### src/rtl/Common.sv
// Shared enums for the training datapath.
package Common;

  typedef enum logic [2:0] {
    StIdle,
    StPrep,
    StDivA,
    StDivB,
    StSub,
    StDone
  } bce_state_t;

endpackage

### src/rtl/FixedPoint.sv
// Signed fixed-point (sfp) type and the constants shared by the arithmetic blocks.
package FixedPoint;

  localparam int unsigned SFP_W    = 16;
  localparam int unsigned SFP_FRAC = 8;

  typedef logic signed [SFP_W-1:0] sfp;

  localparam sfp ONE     = sfp'(1 << SFP_FRAC);
  localparam sfp HALF    = sfp'(1 << (SFP_FRAC - 1));
  localparam sfp epsilon = sfp'(1);
  localparam sfp SFP_MAX = sfp'((1 << (SFP_W - 1)) - 1);
  localparam sfp SFP_MIN = -SFP_MAX;

endpackage

### src/rtl/sfp_seq_divider.sv
// Unsigned restoring divider: (num << F) / den, one quotient bit per cycle, W+F cycles.
module sfp_seq_divider #(
  parameter int unsigned W = 16,
  parameter int unsigned F = 8
) (
  input  logic         clk,
  input  logic         rst,
  input  logic         start,
  input  logic [W-1:0] num,
  input  logic [W-1:0] den,
  output logic         busy,
  output logic         done,
  output logic [W-1:0] quotient
);

  localparam int unsigned N  = W + F;
  localparam int unsigned CW = $clog2(N + 1);
  localparam logic [N-1:0] QMAX = {{(F + 1){1'b0}}, {(W - 1){1'b1}}};

  logic [CW-1:0] cnt_q, cnt_d;
  logic [W-1:0]  rem_q, rem_d;
  logic [W-1:0]  den_q, den_d;
  // Dividend bits shift out of the top while quotient bits shift in at the bottom.
  logic [N-1:0]  dq_q, dq_d;

  logic [W:0]    rem_shift;
  logic [W:0]    rem_sub;
  logic          q_bit;
  logic [N-1:0]  dq_step;

  always_comb begin
    rem_shift = {rem_q, dq_q[N-1]};
    rem_sub   = rem_shift - {1'b0, den_q};
    // rem < den keeps |rem_shift - den| < 2^W, so the top bit is the borrow.
    q_bit     = ~rem_sub[W];
    dq_step   = {dq_q[N-2:0], q_bit};
  end

  always_comb begin
    cnt_d = cnt_q;
    rem_d = rem_q;
    den_d = den_q;
    dq_d  = dq_q;
    if (start) begin
      cnt_d = CW'(N);
      rem_d = '0;
      den_d = den;
      dq_d  = {num, {F{1'b0}}};
    end else if (busy) begin
      cnt_d = cnt_q - CW'(1);
      rem_d = q_bit ? rem_sub[W-1:0] : rem_shift[W-1:0];
      dq_d  = dq_step;
    end
  end

  always_ff @(posedge clk) begin
    if (rst) begin
      cnt_q <= '0;
      rem_q <= '0;
      den_q <= '0;
      dq_q  <= '0;
    end else begin
      cnt_q <= cnt_d;
      rem_q <= rem_d;
      den_q <= den_d;
      dq_q  <= dq_d;
    end
  end

  // quotient is the final, saturated value during the cycle that done is high.
  always_comb begin
    busy     = (cnt_q != '0);
    done     = (cnt_q == CW'(1));
    quotient = (dq_step > QMAX) ? QMAX[W-1:0] : dq_step[W-1:0];
  end

endmodule

### src/rtl/bce_grad_unit.sv
// Binary-cross-entropy gradient (1-y)/(1-p') - y/p' using one shared sequential divider.
module bce_grad_unit
  import FixedPoint::*;
  import Common::*;
#(
  parameter int unsigned W = SFP_W,
  parameter int unsigned F = SFP_FRAC
) (
  input  logic         clk,
  input  logic         rst,
  input  logic         in_valid,
  output logic         in_ready,
  input  logic [W-1:0] prediction,
  input  logic [W-1:0] expected,
  output logic         out_valid,
  input  logic         out_ready,
  output logic [W-1:0] grad
);

  localparam int ONE_I = 1 << F;
  localparam int MAX_I = (1 << (W - 1)) - 1;

  localparam logic signed [W:0] ONE_X  = (W + 1)'(ONE_I);
  localparam logic signed [W:0] EPS_X  = (W + 1)'(epsilon);
  localparam logic signed [W:0] HI_X   = ONE_X - EPS_X;
  localparam logic signed [W:0] ZERO_X = '0;
  localparam logic signed [W:0] MAX_X  = (W + 1)'(MAX_I);
  localparam logic signed [W:0] MIN_X  = -MAX_X;
  localparam logic [W-1:0]      ONE_W  = W'(ONE_I);

  bce_state_t state_q, state_d;

  logic [W-1:0] p_q, y_q;
  logic [W-1:0] pc_q, yc_q;
  logic [W-1:0] qa_q, qb_q;
  logic [W-1:0] grad_q;

  logic signed [W:0] p_sum, pc_x, y_x, yc_x, diff, diff_sat;
  logic [W-1:0] pc_w, yc_w;

  logic         div_start, div_busy, div_done;
  logic [W-1:0] div_num, div_den, div_q;
  logic         div_fin;

  // Clamps, widened by one bit so p + epsilon cannot wrap.
  always_comb begin
    p_sum = $signed({p_q[W-1], p_q}) + EPS_X;
    if (p_sum < EPS_X)     pc_x = EPS_X;
    else if (p_sum > HI_X) pc_x = HI_X;
    else                   pc_x = p_sum;
    y_x = $signed({y_q[W-1], y_q});
    if (y_x < ZERO_X)      yc_x = ZERO_X;
    else if (y_x > ONE_X)  yc_x = ONE_X;
    else                   yc_x = y_x;
    pc_w = W'(pc_x);
    yc_w = W'(yc_x);
  end

  always_comb begin
    diff = $signed({qb_q[W-1], qb_q}) - $signed({qa_q[W-1], qa_q});
    if (diff > MAX_X)      diff_sat = MAX_X;
    else if (diff < MIN_X) diff_sat = MIN_X;
    else                   diff_sat = diff;
  end

  assign div_fin = div_busy && div_done;

  always_ff @(posedge clk) begin
    if (rst) begin
      state_q <= StIdle;
    end else begin
      state_q <= state_d;
    end
  end

  always_comb begin
    state_d = state_q;
    unique case (state_q)
      StIdle:  if (in_valid) state_d = StPrep;
      StPrep:  state_d = StDivA;
      StDivA:  if (div_fin) state_d = StDivB;
      StDivB:  if (div_fin) state_d = StSub;
      StSub:   state_d = StDone;
      StDone:  if (out_ready) state_d = StIdle;
      default: state_d = StIdle;
    endcase
  end

  always_comb begin
    in_ready  = (state_q == StIdle);
    out_valid = (state_q == StDone);
    grad      = grad_q;
    div_start = 1'b0;
    div_num   = '0;
    div_den   = '0;
    if (state_q == StPrep) begin
      div_start = 1'b1;
      div_num   = yc_w;
      div_den   = pc_w;
    end else if (state_q == StDivA && div_fin) begin
      div_start = 1'b1;
      div_num   = ONE_W - yc_q;
      div_den   = ONE_W - pc_q;
    end
  end

  always_ff @(posedge clk) begin
    if (rst) begin
      p_q    <= '0;
      y_q    <= '0;
      pc_q   <= '0;
      yc_q   <= '0;
      qa_q   <= '0;
      qb_q   <= '0;
      grad_q <= '0;
    end else begin
      if (state_q == StIdle && in_valid) begin
        p_q <= prediction;
        y_q <= expected;
      end
      if (state_q == StPrep) begin
        pc_q <= pc_w;
        yc_q <= yc_w;
      end
      if (state_q == StDivA && div_fin) qa_q <= div_q;
      if (state_q == StDivB && div_fin) qb_q <= div_q;
      if (state_q == StSub) grad_q <= W'(diff_sat);
    end
  end

  sfp_seq_divider #(
    .W(W),
    .F(F)
  ) u_div (
    .clk     (clk),
    .rst     (rst),
    .start   (div_start),
    .num     (div_num),
    .den     (div_den),
    .busy    (div_busy),
    .done    (div_done),
    .quotient(div_q)
  );

endmodule
### config.mk
export PLATFORM = sky130hd
export DESIGN_NAME = bce_grad_unit
export DESIGN_NICKNAME = d
export VERILOG_FILES = /design/src/rtl/Common.sv /design/src/rtl/FixedPoint.sv /design/src/rtl/sfp_seq_divider.sv /design/src/rtl/bce_grad_unit.sv
export SDC_FILE = /design/constraint.sdc
export NUM_CORES = 1
export LEC_CHECK = 0
export BUFFER_PORTS_ARGS = -buffer_cell sky130_fd_sc_hd__buf_2
export CAP_MARGIN = 40
export CORE_MARGIN = 5
export CORE_UTILIZATION = 26
export CTS_BUF_LIST = sky130_fd_sc_hd__clkbuf_8 sky130_fd_sc_hd__clkbuf_16
export DETAILED_ROUTE_END_ITERATION = 6
export PLACE_DENSITY = 0.4
export SETUP_SLACK_MARGIN = 0.2
export SLEW_MARGIN = 10
export SYNTH_ARGS = -nofsm -noshare
export SYNTH_HDL_FRONTEND = slang
export SYNTH_SLANG_ARGS = --single-unit
### constraint.sdc
create_clock -name clk -period 3.65 [get_ports clk]
set_clock_uncertainty 0.05 [all_clocks]
set_input_delay 0.73 -clock clk [delete_from_list [all_inputs] [get_ports clk]]
set_output_delay 0.73 -clock clk [all_outputs]
set_load 0.03 [all_outputs]
==> run summary, run 1 <==
Status -> finished, final reports clean
Total number of nets in the final design -> 1232
Last weighted congestion value of the routability-driven placer -> 0.781
Via Count -> 7701
Standby leakage power -> 4.11 nW
Yosys top cell area share -> 38.3%
Min-Delay Path Class -> reg -> reg
Total wire length after detailed routing -> 23.0 mm
Critical Path Start Type -> flip-flop
Residual DRC count -> 0
Final hold viol count -> 0
Crit path arrival time -> 3.36 ns
Total core area -> 34600 sq um
Source of the critical timing path -> qb_q[0]
Cell total after placement -> 1591
Instance count of the mapped netlist -> 1124
Worst-case clock buffer depth -> 2
Via count of the first global-routing pass -> 7454
Maximum fanout along the worst path -> 12
Proportion of layout cells with a drive suffix above 1 -> 11.4%
Post-Route Setup TNS -> 0 ns
Die Y-Extent -> 197 microns
Most used DFF post-synth -> dfxtp_1
Drt via density -> 4.75
Startpoint of the lowest-slack hold path -> qa_q[15]
Crit Reg-Reg Startpoint -> qb_q[0]
Antenna cell count -> 0
Synth area leader -> dfxtp_1
Iteration count of the initial detailed-routing pass -> 5
Post-synth design cell area -> 9140 sq um
Post-route clock period utilization -> 85.0%
Clock sink count -> 175
Average instance area after synthesis -> 8.13 sq um
Deepest level of the CTS H-tree -> 4
Warnings from Yosys -> 0
Root buf cell -> clkbuf_16
Wire length of the first global-routing pass -> 39.0 mm
Area after DPL -> 9950 sq um
Half-perimeter wire length after detailed placement -> 16.7 mm
Final critical-path required period -> 3.10 ns
Ranking of synthesized cells by area -> dfxtp_1 (38%), nor2_1 (5.5%), ha_1 (5.3%)
TritonCTS Buffers -> 17
Largest net degree at the start of global routing -> 72
Initial antenna violation count -> 0
Die outline area -> 39000 sq um
Number of buffers inserted for hold repair after clock tree synthesis -> 0
TritonCTS clock tree -> yes
Post-synthesis sequential area ratio -> 38.3%
Quantity of I/O buffers inserted on ports -> 53
Combined global-route utilization of all metal layers -> 12.0%
Number of flip-flops and latches in the synthesized netlist -> 175
Clk pin slew, worst setup/hold paths -> 0.07 ns
Top Ports -> 54
Max_slew headroom -> 47.5%
Place WS -> 0.451 ns
Final design area excluding fillers -> 10600 sq um
Number of standard cells in the final layout excluding fillers -> 1622
Internal reg-to-reg setup slack -> 0.55 ns
Post-route antenna net violation count -> 0
Remaining global-route overflow -> 0
Max-slew violation count -> 0
Avg WL per Cell -> 14.2 microns
Worst flop-to-flop path endpoint -> grad[6]
Drt initial violations -> 365
Cell count of the worst reg-to-reg path -> 12
Post-synthesis async set-or-reset flop share -> 0%
Number of distinct library cell variants in the gate-level netlist after synthesis -> 77
Number of endpoints failing setup at the final stage -> 0
Sum of internal, switching and leakage power -> 7.51 mW
Worst Path Class, Setup -> reg -> reg
Die Span X -> 197 microns
Initial standard-cell utilization of the core -> 26.4%
Worst skew pair latency -> 0.43 ns
Power per cell area -> 706 nW/um^2
Number of enable-type register cells in the synthesized netlist -> 0
End point of the critical path -> grad[6]
Final WS setup -> 0.548 ns
Maximum frequency from static timing analysis -> 322 MHz
Slew @ Worst Pin -> 0.783 ns
Post-synthesis to final-layout area growth -> 16.5%
WP data required -> 3.90 ns
Crit. End Element -> flip-flop
VDD IR max -> 0.000321 V
Number of max-capacitance violations reported -> 0
Row count -> 68
Post-synthesis net count -> 1201
Setup repair after global routing missed its margin -> no
==> critical path, cell delays in order (launching register included) <==
cell and delay, ns:
dfxtp_1 0.34, inv_1 0.04, ha_1 0.21, fa_1 0.41, nor2b_1 0.16, o31a_1 0.21, o211ai_1 0.15, a22oi_1 0.34
o21a_1 0.19, mux2i_1 0.08, o41ai_2 0.42, a31o_4 0.30, a211oi_1 0.06
==> routing by layer <==
layer  global-route usage (%)  routed length [microns]
met1                     17.3                    12300
met2                     18.7                     9960
met3                     2.01                      479
met4                     3.21                      277
met5                        0                        0
==> cell families (layout without fill, tap and decap cells) <==
family | Yosys count | count (layout) | share of synthesized area (%)
adder cells (fa/ha/maj) | 41 | 41 | 5.78
XOR/XNOR | 59 | 59 | 5.74
AND/OR/NAND/NOR | 395 | 395 | 20.0
buffers and inverters | 117 | 160 | 5.11
multiplexers | 14 | 14 | 1.53
AO/OA/AOI/OAI | 323 | 323 | 23.5
flip-flops | 175 | 175 | 38.3
==> where the power goes <==
| group | leakage [nW] | internal, mW | switching [mW] | total [mW] |
|---|---|---|---|---|
| Sequential | 1.42 | 2.18 | 0.218 | 2.39 |
| Combinational | 2.35 | 1.24 | 1.75 | 2.98 |
| Clock | 0.333 | 1.30 | 0.836 | 2.14 |
==> registers in the layout, indices dropped and copies added, names as in the netlist <==
signal	flops
p_q	16
pc_q	16
u_div.dq_q	24
u_div.cnt_q	5
grad	16
yc_q	15
u_div.rem_q	16
u_div.den_q	16
qa_q	16
y_q	16
state_q	3
qb_q	16
==> cells in the final DEF, fill, tap and decap left out, drive strengths merged, types with 26 or more instances in the layout <==
cell / instances
inv: 56
buf: 76
a211oi: 50
ha: 39
nor3: 28
nor2: 135
xnor2: 42
o21ai: 56
dfxtp: 175
a21oi: 92
a22oi: 26
nand2: 131
==> area by class of cell <==
cell class / count / area, sq um
Sequential cell: 175 / 3500
Inverter: 53 / 199
Multi-Input combinational cell: 832 / 5190
Tap cell: 455 / 569
Clock inverter: 14 / 258
Fill cell: 3751 / 24000
Timing Repair Buffer: 76 / 499
Clock buffer: 17 / 425
==> cells in the mapped netlist (all sizes together), types with 13 or more instances <==
cell / count
clkbuf: 55
xor2: 17
dfxtp: 175
and3: 22
nand3: 22
nor3: 28
mux2i: 14
a22oi: 26
inv: 53
nor2: 135
ha: 39
o21ai: 56
o22ai: 13
a211oi: 50
xnor2: 42
nand2: 131
a21oi: 92
==> how the worst min path moves through the flow <==
stage | to | slack (ns) | depth (start not counted)
2_1_floorplan | qa_q[15] | 0.38 | 2
3_3_place_gp | qa_q[15] | 0.40 | 2
3_5_place_dp | y_q[10] | 0.40 | 2
4_1_cts | y_q[10] | 0.41 | 2
5_1_grt | y_q[11] | 0.43 | 2
6_report | qa_q[15] | 0.40 | 2
==> per-stage QoR <==
stage          utilization [%]  hold slack [ns]
2_1_floorplan                -            0.380
3_3_place_gp              28.5            0.397
3_5_place_dp              28.7            0.400
4_1_cts                   30.7            0.411
5_1_grt                   30.7            0.431
6_report                  30.7            0.404
==> what timing repair did <==
| action | 4_1_cts | 5_1_grt |
|---|---|---|
| gates resized for setup | 0 | 2 |
| endpoints found under the setup margin | 0 | 7 |
| buffers inserted | 0 | 0 |
Note: power is estimated with default switching activity, not from simulation.
==> run 2: changes to the inputs <==
Clock period 3.65 ns to 3.1 ns, I/O delays scaled along.
==> run 2 against run 1 <==
Against the previous run: fmax grew 8.0%; design area increased by 4.9%; non-clock buffer count grew 31; total power is 22% higher; routed wire length increased by 3.4%; largest cell class unchanged; flip-flop and latch count unchanged; critical path depth unchanged; sequential power is 18% higher; final cell count increased by 2.0%.
==> run summary, run 2 (synthesis results as in run 1) <==
Status -> finished, final reports clean
DR top layer -> met4
Half-perimeter wire length after detailed placement -> 16.4 mm (-1.5%)
Final core area utilization -> 32.3% (+1.5 points)
Iteration count of the initial detailed-routing pass -> 4 (-1)
Drt via density -> 4.72 (-0.63%)
Initial standard-cell utilization of the core -> 26.4% (unchanged)
Drt initial violations -> 328 (-10%)
Switching power share of the total -> 39.5% (+2.2 points)
Max_slew headroom -> 58.0% (+10 points)
Standby leakage power -> 4.29 nW (+4.6%)
Post-route clock period utilization -> 92.7% (+7.7 points)
Clock sink count -> 175 (unchanged)
Maximum frequency from static timing analysis -> 348 MHz (+8.0%)
Total wire length after detailed routing -> 23.8 mm (+3.4%)
Final hold viol count -> 0 (unchanged)
Number of buffers inserted for hold repair after clock tree synthesis -> 0 (unchanged)
VDD IR max -> 0.000456 V (+42%)
Antenna cell count -> 0 (unchanged)
Min-Delay Path Class -> in -> reg
Cell count of the worst reg-to-reg path -> 12 (unchanged)
Largest net degree at the start of global routing -> 116 (+61%)
Most common cell after layout, fill and taps aside -> dfxtp_1
Die outline area -> 39000 sq um (unchanged)
TritonCTS clock tree -> yes
Row count -> 68 (unchanged)
Internal reg-to-reg setup slack -> 0.23 ns (-0.32 ns)
WP data required -> 3.42 ns (-0.48 ns)
Part of the power in combinational logic -> 45.1% (+5.4 points)
Residual DRC count -> 0 (unchanged)
Crit Reg-Reg Startpoint -> qb_q[1]
Cell total after placement -> 1599 (+0.50%)
Post-route antenna net violation count -> 0 (unchanged)
Worst hold path cell count -> 3 (+1)
Crit path arrival time -> 3.20 ns (-0.16 ns)
Post-synthesis to final-layout area growth -> 22.2%
Clk pin slew, worst setup/hold paths -> 0.08 ns (about the same)
Number of inserted filler cells in the final layout -> 3688 (-1.7%)
Reported net switching power -> 3.62 mW (+29%)
Number of standard cells in the final layout excluding fillers -> 1655 (+2.0%)
Die Y-Extent -> 197 microns (unchanged)
Worst-case clock buffer depth -> 2 (unchanged)
WL met1 -> 12.5 mm (+0.99%)
Avg WL per Cell -> 14.4 microns (+1.4%)
Total number of nets in the final design -> 1264 (+2.6%)
Number of endpoints failing setup at the final stage -> 0 (unchanged)
Proportion of layout cells with a drive suffix above 1 -> 18.7% (+7.3 points)
Number of max-capacitance violations reported -> 0 (unchanged)
Via count of the first global-routing pass -> 7652 (+2.7%)
Wire length of the first global-routing pass -> 39.3 mm (+0.74%)
Final critical-path required period -> 2.87 ns (-0.230 ns)
Root buf cell -> clkbuf_16
Worst skew pair latency -> 0.45 ns (+0.02 ns)
Maximum fanout along the worst path -> 6 (-6)
Slew @ Worst Pin -> 0.628 ns (-0.155 ns)
Biggest register -> u_div.dq_q
Power per cell area -> 821 nW/um^2 (+16%)
Top Ports -> 54 (unchanged)
Most frequent cells in the layout -> dfxtp_1 (163), nand2_1 (130), nor2_1 (130)
Worst flop-to-flop path endpoint -> grad[6]
Crit. End Element -> flip-flop
Flip-flop count of the largest register after layout -> 24 (unchanged)
Worst Path Class, Setup -> reg -> reg
Share of total power in sequential cells -> 30.8% (-1.1 points)
Last weighted congestion value of the routability-driven placer -> 0.790 (+1.1%)
Endpoint of the worst hold-timing path -> p_q[6]
Setup repair after global routing missed its margin -> yes
Critical Path Start Type -> flip-flop
Deepest level of the CTS H-tree -> 4 (unchanged)
Startpoint of the lowest-slack hold path -> prediction[6]
Die Span X -> 197 microns (unchanged)
Wire length on met2 -> 10.4 mm (+4.6%)
Via Count -> 7808 (+1.4%)
Clk pwr share -> 24.0% (-4.4 points)
Amount of wire on met3 after detailed routing -> 600 microns (+25%)
Combined global-route utilization of all metal layers -> 12.2% (+0.18 points)
Internal power of the cells -> 5.55 mW (+18%)
TritonCTS Buffers -> 17 (unchanged)
Quantity of I/O buffers inserted on ports -> 53 (unchanged)
Sum of internal, switching and leakage power -> 9.16 mW (+22%)
Max-slew violation count -> 0 (unchanged)
Remaining global-route overflow -> 0 (unchanged)
Initial antenna violation count -> 1 (+1)
Post-Route Setup TNS -> 0 ns (unchanged)
Total core area -> 34600 sq um (unchanged)
## run 2: changes by cell type in the layout (fill, tap and decap cells not counted), moves of 5 or more
cell	delta
a211oi_1	-6
buf_4	+29
dfxtp_2	+11
a211oi_2	+6
ha_4	+10
dfxtp_1	-12
inv_6	+5
ha_1	-14
bufinv_16	-6
## run 2: worst max path at each step
stage	to	slack (ns)	cells past startpoint	from
after floorplan	grad[8]	0.33	13	qb_q[0]
after global placement	grad[3]	0.13	12	qa_q[1]
after detailed placement	grad[5]	0.05	12	qb_q[0]
after CTS	grad[8]	0.18	13	qb_q[0]
after global routing	grad[6]	0.08	13	qa_q[4]
final	grad[6]	0.23	12	qb_q[1]
## run 2: repair_timing
action	in CTS	in global routing
gates resized for setup	19	58
gates cloned	1	2
setup endpoints to repair	30	44
pin swaps	21	36
buffers inserted	7	14
## run 2: power by group through the flow
| stage | combinational (mW) | sequential, mW | clock, mW |
|---|---|---|---|
| after floorplan | 2.63 | 2.83 | 0 |
| after global placement | 3.52 | 2.87 | 0 |
| after detailed placement | 3.52 | 2.87 | 0 |
| after CTS | 3.62 | 2.82 | 2.30 |
| after global routing | 4.65 | 2.88 | 2.38 |
| final | 4.14 | 2.83 | 2.20 |
## run 2: per-layer routing
layer	vias to the layer above	GRT usage [%]
li1	4114	-
met5	-	0
met3	18	2.35
met1	3597	17.1
met4	0	4.31
met2	79	18.7
## run 2: layout make-up
| cell class | count | area (sq um) | area share, % |
|---|---|---|---|
| Multi-Input combinational cell | 833 | 5520 | 49.4 |
| Sequential cell | 175 | 3520 | 31.5 |
| Timing Repair Buffer | 107 | 766 | 6.86 |
| Tap cell | 455 | 569 | 5.10 |
| Clock buffer | 17 | 425 | 3.81 |
| Inverter | 53 | 201 | 1.80 |
| Clock inverter | 15 | 166 | 1.49 |
## run 2: critical path, cell delays in order (launching register included)
cell and delay [ns]:
dfxtp_2 0.35, ha_4 0.23, nor2b_4 0.12, o31a_1 0.30, o311ai_4 0.33, buf_6 0.15
o211ai_1 0.11, a31oi_2 0.29, xnor2_1 0.17, o41ai_2 0.09, buf_4 0.16, a31o_4 0.26
a211oi_2 0.18
## run 2: metrics by stage
| step | hold slack, ns | setup slack (ns) | instance area [sq um] |
|---|---|---|---|
| final | 0.352 | 0.227 | 11200 |
| after detailed placement | 0.399 | 0.0540 | 9990 |
| after global routing | 0.325 | 0.0807 | 11200 |
| after global placement | 0.395 | 0.128 | 9990 |
| after CTS | 0.319 | 0.179 | 10700 |
| after floorplan | 0.380 | 0.328 | 9140 |
